File: config.mk
export PLATFORM = sky130hd
export DESIGN_NAME = mips_multicycle_ctrl
export DESIGN_NICKNAME = d
export VERILOG_FILES = /design/src/rtl/mips_pkg.sv /design/src/rtl/mips_ctrl_outdec.sv /design/src/rtl/mips_multicycle_ctrl.sv
export SDC_FILE = /design/constraint.sdc
export NUM_CORES = 1
export LEC_CHECK = 0
export ABC_AREA = 1
export CORE_MARGIN = 2
export CORE_UTILIZATION = 56
export CTS_CLUSTER_SIZE = 28
export DETAILED_ROUTE_END_ITERATION = 8
export GPL_TIMING_DRIVEN = 0
export PLACE_DENSITY = 0.82
export SYNTH_ARGS = -nofsm -noshare
export SYNTH_HDL_FRONTEND = slang
export SYNTH_SLANG_ARGS = --single-unit
File: constraint.sdc
create_clock -name clk -period 3.4 [get_ports clk]
set_input_delay 0.85 -clock clk [delete_from_list [all_inputs] [get_ports clk]]
set_output_delay 0.85 -clock clk [all_outputs]
set_load 0.005 [all_outputs]
File: src/rtl/mips_pkg.sv
// Shared encodings for the multicycle MIPS controller: opcodes, datapath
// select values, FSM states and the packed control word.
package mips_pkg;

  localparam int OP_W = 6;

  localparam logic [OP_W-1:0] OP_RTYPE = 6'b000000;
  localparam logic [OP_W-1:0] OP_LW    = 6'b100011;
  localparam logic [OP_W-1:0] OP_SW    = 6'b101011;
  localparam logic [OP_W-1:0] OP_BEQ   = 6'b000100;
  localparam logic [OP_W-1:0] OP_ADDI  = 6'b001000;
  localparam logic [OP_W-1:0] OP_J     = 6'b000010;

  localparam logic [1:0] ALUOP_ADD   = 2'b00;
  localparam logic [1:0] ALUOP_SUB   = 2'b01;
  localparam logic [1:0] ALUOP_FUNCT = 2'b10;

  localparam logic [1:0] SRCB_B      = 2'b00;
  localparam logic [1:0] SRCB_FOUR   = 2'b01;
  localparam logic [1:0] SRCB_IMM    = 2'b10;
  localparam logic [1:0] SRCB_IMMSH2 = 2'b11;

  localparam logic [1:0] PCSRC_ALU    = 2'b00;
  localparam logic [1:0] PCSRC_ALUOUT = 2'b01;
  localparam logic [1:0] PCSRC_JUMP   = 2'b10;

  typedef enum logic [3:0] {
    S_FETCH, S_DECODE, S_MEMADR, S_MEMRD, S_MEMWB, S_MEMWR, S_EXEC,
    S_ALUWB, S_BEQ, S_ADDIEX, S_ADDIWB, S_JMP, S_HALT
  } ctrl_state_t;

  typedef struct packed {
    logic       mem_req;
    logic       iord;
    logic       mem_write;
    logic       ir_write;
    logic       pc_write;
    logic       branch;
    logic [1:0] pc_src;
    logic       alu_src_a;
    logic [1:0] alu_src_b;
    logic [1:0] alu_op;
    logic       reg_dst;
    logic       mem_to_reg;
    logic       reg_write;
    logic       halted;
  } ctrl_word_t;

endpackage

File: src/rtl/mips_ctrl_outdec.sv
// Combinational state -> control word decode. Only FETCH looks at mem_ready
// (IRWrite/PCWrite fire in the completing cycle); everything else is Moore.
module mips_ctrl_outdec
  import mips_pkg::*;
(
  input  ctrl_state_t state,
  input  logic        mem_ready,
  output ctrl_word_t  ctrl
);

  always_comb begin
    ctrl = '0;
    unique case (state)
      S_FETCH: begin
        ctrl.mem_req   = 1'b1;
        ctrl.alu_src_b = SRCB_FOUR;
        ctrl.alu_op    = ALUOP_ADD;
        ctrl.pc_src    = PCSRC_ALU;
        ctrl.ir_write  = mem_ready;
        ctrl.pc_write  = mem_ready;
      end
      S_DECODE: ctrl.alu_src_b = SRCB_IMMSH2;
      S_MEMADR: begin
        ctrl.alu_src_a = 1'b1;
        ctrl.alu_src_b = SRCB_IMM;
      end
      S_MEMRD: begin
        ctrl.mem_req = 1'b1;
        ctrl.iord    = 1'b1;
      end
      S_MEMWB: begin
        ctrl.reg_write  = 1'b1;
        ctrl.mem_to_reg = 1'b1;
      end
      S_MEMWR: begin
        ctrl.mem_req   = 1'b1;
        ctrl.iord      = 1'b1;
        ctrl.mem_write = 1'b1;
      end
      S_EXEC: begin
        ctrl.alu_src_a = 1'b1;
        ctrl.alu_src_b = SRCB_B;
        ctrl.alu_op    = ALUOP_FUNCT;
      end
      S_ALUWB: begin
        ctrl.reg_write = 1'b1;
        ctrl.reg_dst   = 1'b1;
      end
      S_BEQ: begin
        ctrl.alu_src_a = 1'b1;
        ctrl.alu_src_b = SRCB_B;
        ctrl.alu_op    = ALUOP_SUB;
        ctrl.branch    = 1'b1;
        ctrl.pc_src    = PCSRC_ALUOUT;
      end
      S_ADDIEX: begin
        ctrl.alu_src_a = 1'b1;
        ctrl.alu_src_b = SRCB_IMM;
      end
      S_ADDIWB: ctrl.reg_write = 1'b1;
      S_JMP: begin
        ctrl.pc_write = 1'b1;
        ctrl.pc_src   = PCSRC_JUMP;
      end
      S_HALT: ctrl.halted = 1'b1;
      default: ctrl = '0;
    endcase
  end

endmodule

File: src/rtl/mips_multicycle_ctrl.sv
// Multicycle MIPS main control FSM with memory wait states, halt/run control
// and a retired-instruction counter.
module mips_multicycle_ctrl
  import mips_pkg::*;
#(
  parameter int CNT_W = 32,
  parameter int OP_W  = 6
) (
  input  logic             clk,
  input  logic             reset,
  input  logic [OP_W-1:0]  opcode,
  input  logic             mem_ready,
  input  logic             halt_req,
  output logic             mem_req,
  output logic             IorD,
  output logic             MemWrite,
  output logic             IRWrite,
  output logic             PCWrite,
  output logic             Branch,
  output logic [1:0]       PCSrc,
  output logic             ALUSrcA,
  output logic [1:0]       ALUSrcB,
  output logic [1:0]       ALUOp,
  output logic             RegDst,
  output logic             MemtoReg,
  output logic             RegWrite,
  output logic             halted,
  output logic             illegal_op,
  output logic [CNT_W-1:0] instr_retired
);

  ctrl_state_t      state, next;
  ctrl_word_t       dec, ctrl;
  logic             retire, illegal;
  logic [CNT_W-1:0] count;

  mips_ctrl_outdec u_outdec (
    .state     (state),
    .mem_ready (mem_ready),
    .ctrl      (dec)
  );

  always_comb begin
    next    = state;
    retire  = 1'b0;
    illegal = 1'b0;
    unique case (state)
      S_FETCH:  if (mem_ready) next = S_DECODE;
      S_DECODE: begin
        unique case (opcode)
          OP_RTYPE:     next = S_EXEC;
          OP_LW, OP_SW: next = S_MEMADR;
          OP_BEQ:       next = S_BEQ;
          OP_ADDI:      next = S_ADDIEX;
          OP_J:         next = S_JMP;
          default: begin
            next    = S_FETCH;
            illegal = 1'b1;
          end
        endcase
      end
      S_MEMADR: next = (opcode == OP_LW) ? S_MEMRD : S_MEMWR;
      S_MEMRD:  if (mem_ready) next = S_MEMWB;
      S_MEMWR:  retire = mem_ready;
      S_EXEC:   next = S_ALUWB;
      S_ADDIEX: next = S_ADDIWB;
      S_MEMWB, S_ALUWB, S_BEQ, S_ADDIWB, S_JMP: retire = 1'b1;
      S_HALT:   if (!halt_req) next = S_FETCH;
      default:  next = S_FETCH;
    endcase
    // halt_req only matters on the instruction's final cycle
    if (retire) next = halt_req ? S_HALT : S_FETCH;
  end

  always_ff @(posedge clk) begin
    if (reset) begin
      state <= S_FETCH;
      count <= '0;
    end else begin
      state <= next;
      if (retire) count <= count + CNT_W'(1);
    end
  end

  // Every output is forced low while reset is asserted, counter included.
  assign ctrl          = reset ? '0 : dec;
  assign illegal_op    = illegal & ~reset;
  assign instr_retired = reset ? '0 : count;

  assign mem_req  = ctrl.mem_req;
  assign IorD     = ctrl.iord;
  assign MemWrite = ctrl.mem_write;
  assign IRWrite  = ctrl.ir_write;
  assign PCWrite  = ctrl.pc_write;
  assign Branch   = ctrl.branch;
  assign PCSrc    = ctrl.pc_src;
  assign ALUSrcA  = ctrl.alu_src_a;
  assign ALUSrcB  = ctrl.alu_src_b;
  assign ALUOp    = ctrl.alu_op;
  assign RegDst   = ctrl.reg_dst;
  assign MemtoReg = ctrl.mem_to_reg;
  assign RegWrite = ctrl.reg_write;
  assign halted   = ctrl.halted;

endmodule

==> impl_metrics.ini, run 1 <==
[setup_path]
endpoint = illegal_op
r2r_start = count[0]
arrival_ns = 2.39
rrSetupSlack_ns = 1.46
r2r_end = count[26]
rr_worst_depth = 8
cp_data_required_time_ns = 2.55
crit_start = opcode[2]
end_kind = output port
startpoint_type = primary input
worstPathMaxFanout = 5
path_class = in2out

[placement]
gp_congestion = 0.944
preCtsSetupSlack_ns = -0.0566
placed_area_um2 = 3610
hpwlAfterDp_mm = 6.81
port_buffers = 58

[synth]
muxShareOfSynthArea = 0
yosysWarningCount = 0
synthXorXnorAreaFrac = 0.0208
synthAdderAreaFrac = 0.00425
syn_inst = 502
synth_compound_area_frac = 0.100
netlist_area_um2 = 2940
synth_top_family_by_area = simple AND/OR/NAND/NOR gates
synth_seq_cells = 36
synthDistinctLibCells = 31
yosysSeqAreaShare = 0.245
postSynth.asyncResetShare = 0
synth.net_count = 513
synth-edff-count = 0
synthSimpleGateAreaFrac = 0.509
synthFlopType = dfxtp_1
syn_area_per_cell_um2 = 5.86

[routing]
wirelength_mm = 8.82
drt_iter0_markers = 309
dr.pass1.iters = 5
wl_per_cell_um = 13.8
ant_nets = 0
vias = 3391
route.detailed.drc = 0
via_per_inst = 5.32

[timing]
tightest_slew_ns = 0.815
fmax_mhz = 309
relSlewSlack = 0.457
clock_skew_ns = 0.00591
report.final.slew_viol_count = 0
hold_viol = 0
setup_viol = 0
finalCritPeriodShare = 0.953
layout_setup_ws_ns = 0.161
rsz0062_at_grt = false
fin_crit_ns = 3.24

[power]
p_seq_frac = 0.306
combPwrFrac = 0.444
p_int_uw = 933
power.leakage_uw = 0.00134
irDropWorstVdd_mv = 0.340
power_density_nw_per_um2 = 417
power_switching_uw = 623
switching_share = 0.401
p_clk_frac = 0.250

[cts]
cts_buffers = 5
htree_levels = 2
clock-sinks = 36
cts.reportedPaths.clkPinSlew_ns = 0.08
hold_buffers = 0
cts_tree = built
insertion_delay_ns = 0.29
clockRootBuffer = clkbuf_8
post_cts_buffers = 0
clockBufferDepth = 2

[global_route]
grt_pass1_vias = 3248
grt_max_degree = 13
antenna_found_initial = 0
grtUsageTotal = 0.310
grt_pass1_wl_mm = 14.8
overflow = 0

[final_layout]
register_area_um2 = 721
nets = 578
syn_to_final_growth_pct = 26.7
insertedDiodeCount = 0
n_fill_cell = 465
multi_input_area_um2 = 1870
final_area_um2 = 3730
layout-drive-gt1-share = 0.141

[die]
dieWidth_um = 76.5
rows = 26
core-area_um2 = 5070
floorplan.initialDensity = 0.580
die_y_um = 76.5
io_pins = 60
die_area_um2 = 5850

[hold_path]
hold_class = reg2reg
hold_depth = 2

[run_status]
outcome = complete, no violations

[flow_run]
maxCapViolations = 0
[worst min-delay path by stage]
stage | from | to | slack [ns]
3_3_place_gp | count[0] | count[0] | 0.47
2_1_floorplan | count[0] | count[0] | 0.46
5_1_grt | count[31] | count[31] | 0.52
4_1_cts | count[31] | count[31] | 0.50
6_report | count[31] | count[31] | 0.49
3_5_place_dp | count[31] | count[31] | 0.48
[metrics by stage]
step	util	setup TNS [ns]	hold slack, ns	power (µW)	cells
4_1_cts	0.734	0	0.498	1550	638
3_5_place_dp	0.712	-0.814	0.482	1170	630
6_report	0.735	0	0.494	1560	638
2_1_floorplan	-	0	0.459	958	502
5_1_grt	0.735	0	0.522	1630	638
3_3_place_gp	0.712	-0.0210	0.474	1160	630
[state kept, by name, indices dropped and copies added (netlist names)]
signal  cells
count      32
state       4
[repair_timing]
action,CTS,global route
gates cloned,0,0
pin swaps,0,0
setup endpoints to repair,20,1
gates resized for setup,1,1
[cells by family (layout without fill, tap and decap cells)]
| family | Yosys count | count (layout) |
|---|---|---|
| buffers and inverters | 76 | 142 |
| AND/OR/NAND/NOR | 336 | 336 |
| adder cells (fa/ha/maj) | 1 | 1 |
| XOR/XNOR | 7 | 7 |
| flip-flops | 36 | 36 |
| AO/OA/AOI/OAI | 46 | 46 |
[cell usage in the layout (no fill, tap or decap), types with 2 or more instances in the layout]
master / count
clkdlybuf4s50_1: 58
nor3_1: 7
buf_8: 2
inv_2: 4
nor2_2: 8
nand4_1: 9
a31oi_1: 2
nand2_2: 17
nand2_1: 146
a21oi_1: 20
buf_4: 4
clkbuf_8: 5
o21ai_1: 2
nor3_2: 5
nor2_1: 106
dfxtp_1: 36
nand2_4: 4
xor2_1: 7
a21oi_2: 16
o21ai_0: 5
nand3_1: 27
clkbuf_1: 5
nor2_4: 4
inv_1: 54
buf_2: 3
[metal layers]
metal | GRT usage | share of wire | vias to the layer above
met1 | 0.383 | 0.42 | 1542
met4 | 0.138 | 0.040 | 0
met5 | 0 | 0 | -
met3 | 0.0498 | 0.071 | 27
met2 | 0.532 | 0.46 | 140
li1 | - | - | 1682
[layout make-up]
class | instances | area share
Buffer | 17 | 0.0349
Clock buffer | 5 | 0.0185
Clock inverter | 3 | 0.0114
Inverter | 59 | 0.0607
Multi-Input combinational cell | 390 | 0.502
Sequential cell | 36 | 0.193
Tap cell | 70 | 0.0235
Timing Repair Buffer | 58 | 0.156
[critical path, cell delays in order]
cell and delay (ns):
clkdlybuf4s50_1 0.49, nor2_1 0.10, nand3_1 0.13, nand3_1 0.12, nor3_2 0.17, clkdlybuf4s50_1 0.52
[synthesized netlist by cell type, types with 5 or more instances]
cell / count / area share
nand2_2: 17 / 0.036
nor2_1: 106 / 0.14
dfxtp_1: 36 / 0.24
nor3_1: 8 / 0.014
nand2_1: 146 / 0.19
nand3_1: 27 / 0.046
nand4_1: 9 / 0.019
nor2_2: 8 / 0.017
xor2_1: 7 / 0.021
a21oi_1: 20 / 0.034
a21oi_2: 16 / 0.048
clkbuf_1: 6 / 0.0077
inv_1: 54 / 0.069
o21ai_0: 5 / 0.0085
[power groups by stage]
| stage | combinational [µW] | sequential [µW] | clock (µW) |
|---|---|---|---|
| 3_5_place_dp | 683 | 484 | 0 |
| 3_3_place_gp | 681 | 483 | 0 |
| 5_1_grt | 745 | 478 | 407 |
| 4_1_cts | 685 | 475 | 389 |
| 6_report | 691 | 475 | 390 |
| 2_1_floorplan | 481 | 478 | 0 |
Note: power is estimated with default switching activity, not from simulation.
==> run 2: changes to the inputs <==
--- a/config.mk
+++ b/config.mk
@@ -7,11 +7,12 @@
 export LEC_CHECK = 0
 export ABC_AREA = 1
 export CORE_MARGIN = 2
-export CORE_UTILIZATION = 56
+export CORE_UTILIZATION = 60
 export CTS_CLUSTER_SIZE = 28
 export DETAILED_ROUTE_END_ITERATION = 8
+export DONT_BUFFER_PORTS = 1
 export GPL_TIMING_DRIVEN = 0
-export PLACE_DENSITY = 0.82
+export PLACE_DENSITY = 0.72
 export SYNTH_ARGS = -nofsm -noshare
 export SYNTH_HDL_FRONTEND = slang
 export SYNTH_SLANG_ARGS = --single-unit
==> run 2 against run 1 <==
  * Core utilization fell by 7.4 points
  * Register-to-register slack improved by 0.02 ns
  * Sequential power about the same
  * Count of clock-buffer cells in the layout is 1 higher
  * Sequential share of layout area rose by 3.8 points
  * Combinational power decreased by 12%
  * Die area decreased by 6.3%
  * Worst hold slack better by 0.010 ns
  * Critical path type unchanged
  * Maximum frequency rose by 9.2%
  * Total power shrank 9.6%
  * Non-clock buffer count shrank 58
==> impl_metrics.ini, run 2 (synthesis results as in run 1) <==
[run_status]
outcome = complete, no violations

[final_layout]
top_register = count
nets = 520
largest_reg_flops = 32
syn_to_final_growth_pct = 5.99
final_util = 0.660
reg_top3 = count (32), state (4)
n_fill_cell = 484
insertedDiodeCount = 0
mostFrequentLayoutCell = nand2_1
layout_common_cells = 146 x nand2_1, 106 x nor2_1, 54 x inv_1
register_area_um2 = 721
layout-drive-gt1-share = 0.153
multi_input_area_um2 = 1870

[cts]
clockRootBuffer = clkbuf_8
clock-sinks = 36
cts_resized = 0
cts_buffers = 5
post_cts_buffers = 0
hold_buffers = 0
insertion_delay_ns = 0.30
cts.reportedPaths.clkPinSlew_ns = 0.08
clockBufferDepth = 2
cts_tree = built
htree_levels = 2

[power]
power_density_nw_per_um2 = 451
irDropWorstVdd_mv = 0.303
power.leakage_uw = 0.00113

[global_route]
antenna_found_initial = 0
overflow = 0
grtUsageTotal = 0.299
grt_pass1_wl_mm = 12.5
grt_max_degree = 12
grt_pass1_vias = 2652

[routing]
drt_iter0_markers = 218
via_per_inst = 5.38
dr.max_layer_used = met4
wirelength_mm = 7.78
dr_wl_met3_um = 549
dr.pass1.iters = 4
wl_per_cell_um = 13.5
ant_nets = 0
wirelength_met1_mm = 3.40
wl_met2_mm = 3.65
vias = 3106
route.detailed.drc = 0

[timing]
setup_viol = 0
fmax_mhz = 337
fin_crit_ns = 2.97
report.final.slew_viol_count = 0
clock_skew_ns = 0.00961
rsz0062_at_grt = false
relSlewSlack = 0.475
tightest_slew_ns = 0.787
finalCritPeriodShare = 0.873
hold_viol = 0
setup_tns_ns = 0
holdWs_ns = 0.504

[die]
die_area_um2 = 5480
die_y_um = 74.0
floorplan.initialDensity = 0.623
io_pins = 60
rows = 25
dieWidth_um = 74.0
core-area_um2 = 4720

[setup_path]
crit_path_frequent_cell = clkbuf_1
cp_data_required_time_ns = 2.55
slowest_stage = clkbuf_1
arrival_ns = 2.12
end_kind = output port
crit_chain = clkbuf_1, clkbuf_1, buf_2, nor2_1
worstPathMaxFanout = 10
startpoint_type = primary input
path_class = in2out
slowest_delay_ns = 0.56

[hold_path]
hold_class = reg2reg

[placement]
port_buffers = 0
hpwlAfterDp_mm = 6.08
gp_congestion = 0.956

[flow_run]
maxCapViolations = 0
## run 2: cell types whose count changed in the layout (fill, tap and decap cells not counted), sizes merged
cell           change
clkdlybuf4s50     -58
bufinv             -1
clkbuf             +1
clkinvlp           -1
clkinv             +1
## run 2: worst paths after layout
kind,end,slack (ns),start,cells past startpoint
setup reg to reg,count[26],1.48,count[0],8
setup / recovery,instr_retired[21],0.43,reset,4
hold reg to reg,count[0],0.50,count[0],1
hold / removal,count[0],0.50,count[0],1
## run 2: worst max-delay path, delay by kind of cell
kind	cells	cell delay, ns
buffers and inverters	3	1.16
and+or+nand+nor	1	0.10
## run 2: where the power goes
| group | internal, µW | switching [µW] |
|---|---|---|
| clock network | 162 | 165 |
| registers | 447 | 27.9 |
| logic | 201 | 404 |
## run 2: final cells by class
class | count | share of cell area
well taps | 67 | 0.0269
multi-input cells | 390 | 0.598
clock inverters | 2 | 0.00321
flip-flops and latches | 36 | 0.231
inverters | 59 | 0.0726
plain buffers | 17 | 0.0413
clock buffers | 6 | 0.0265
## run 2: per-layer routing
| metal | up-vias | global-route usage |
|---|---|---|
| li1 | 1572 | - |
| met1 | 1391 | 0.400 |
| met2 | 130 | 0.485 |
| met3 | 13 | 0.0501 |
| met4 | 0 | 0.105 |
| met5 | - | 0 |
## run 2: per-stage QoR
stage / worst slack [ns] / std cells / total power (µW) / area [µm²]
after CTS: 0.437 / 577 / 1400 / 3120
final: 0.433 / 577 / 1410 / 3120
after global placement: 0.448 / 569 / 1080 / 3030
after global routing: 0.329 / 577 / 1490 / 3120
after detailed placement: 0.432 / 569 / 1080 / 3030
after floorplan: 0.834 / 502 / 958 / 2940
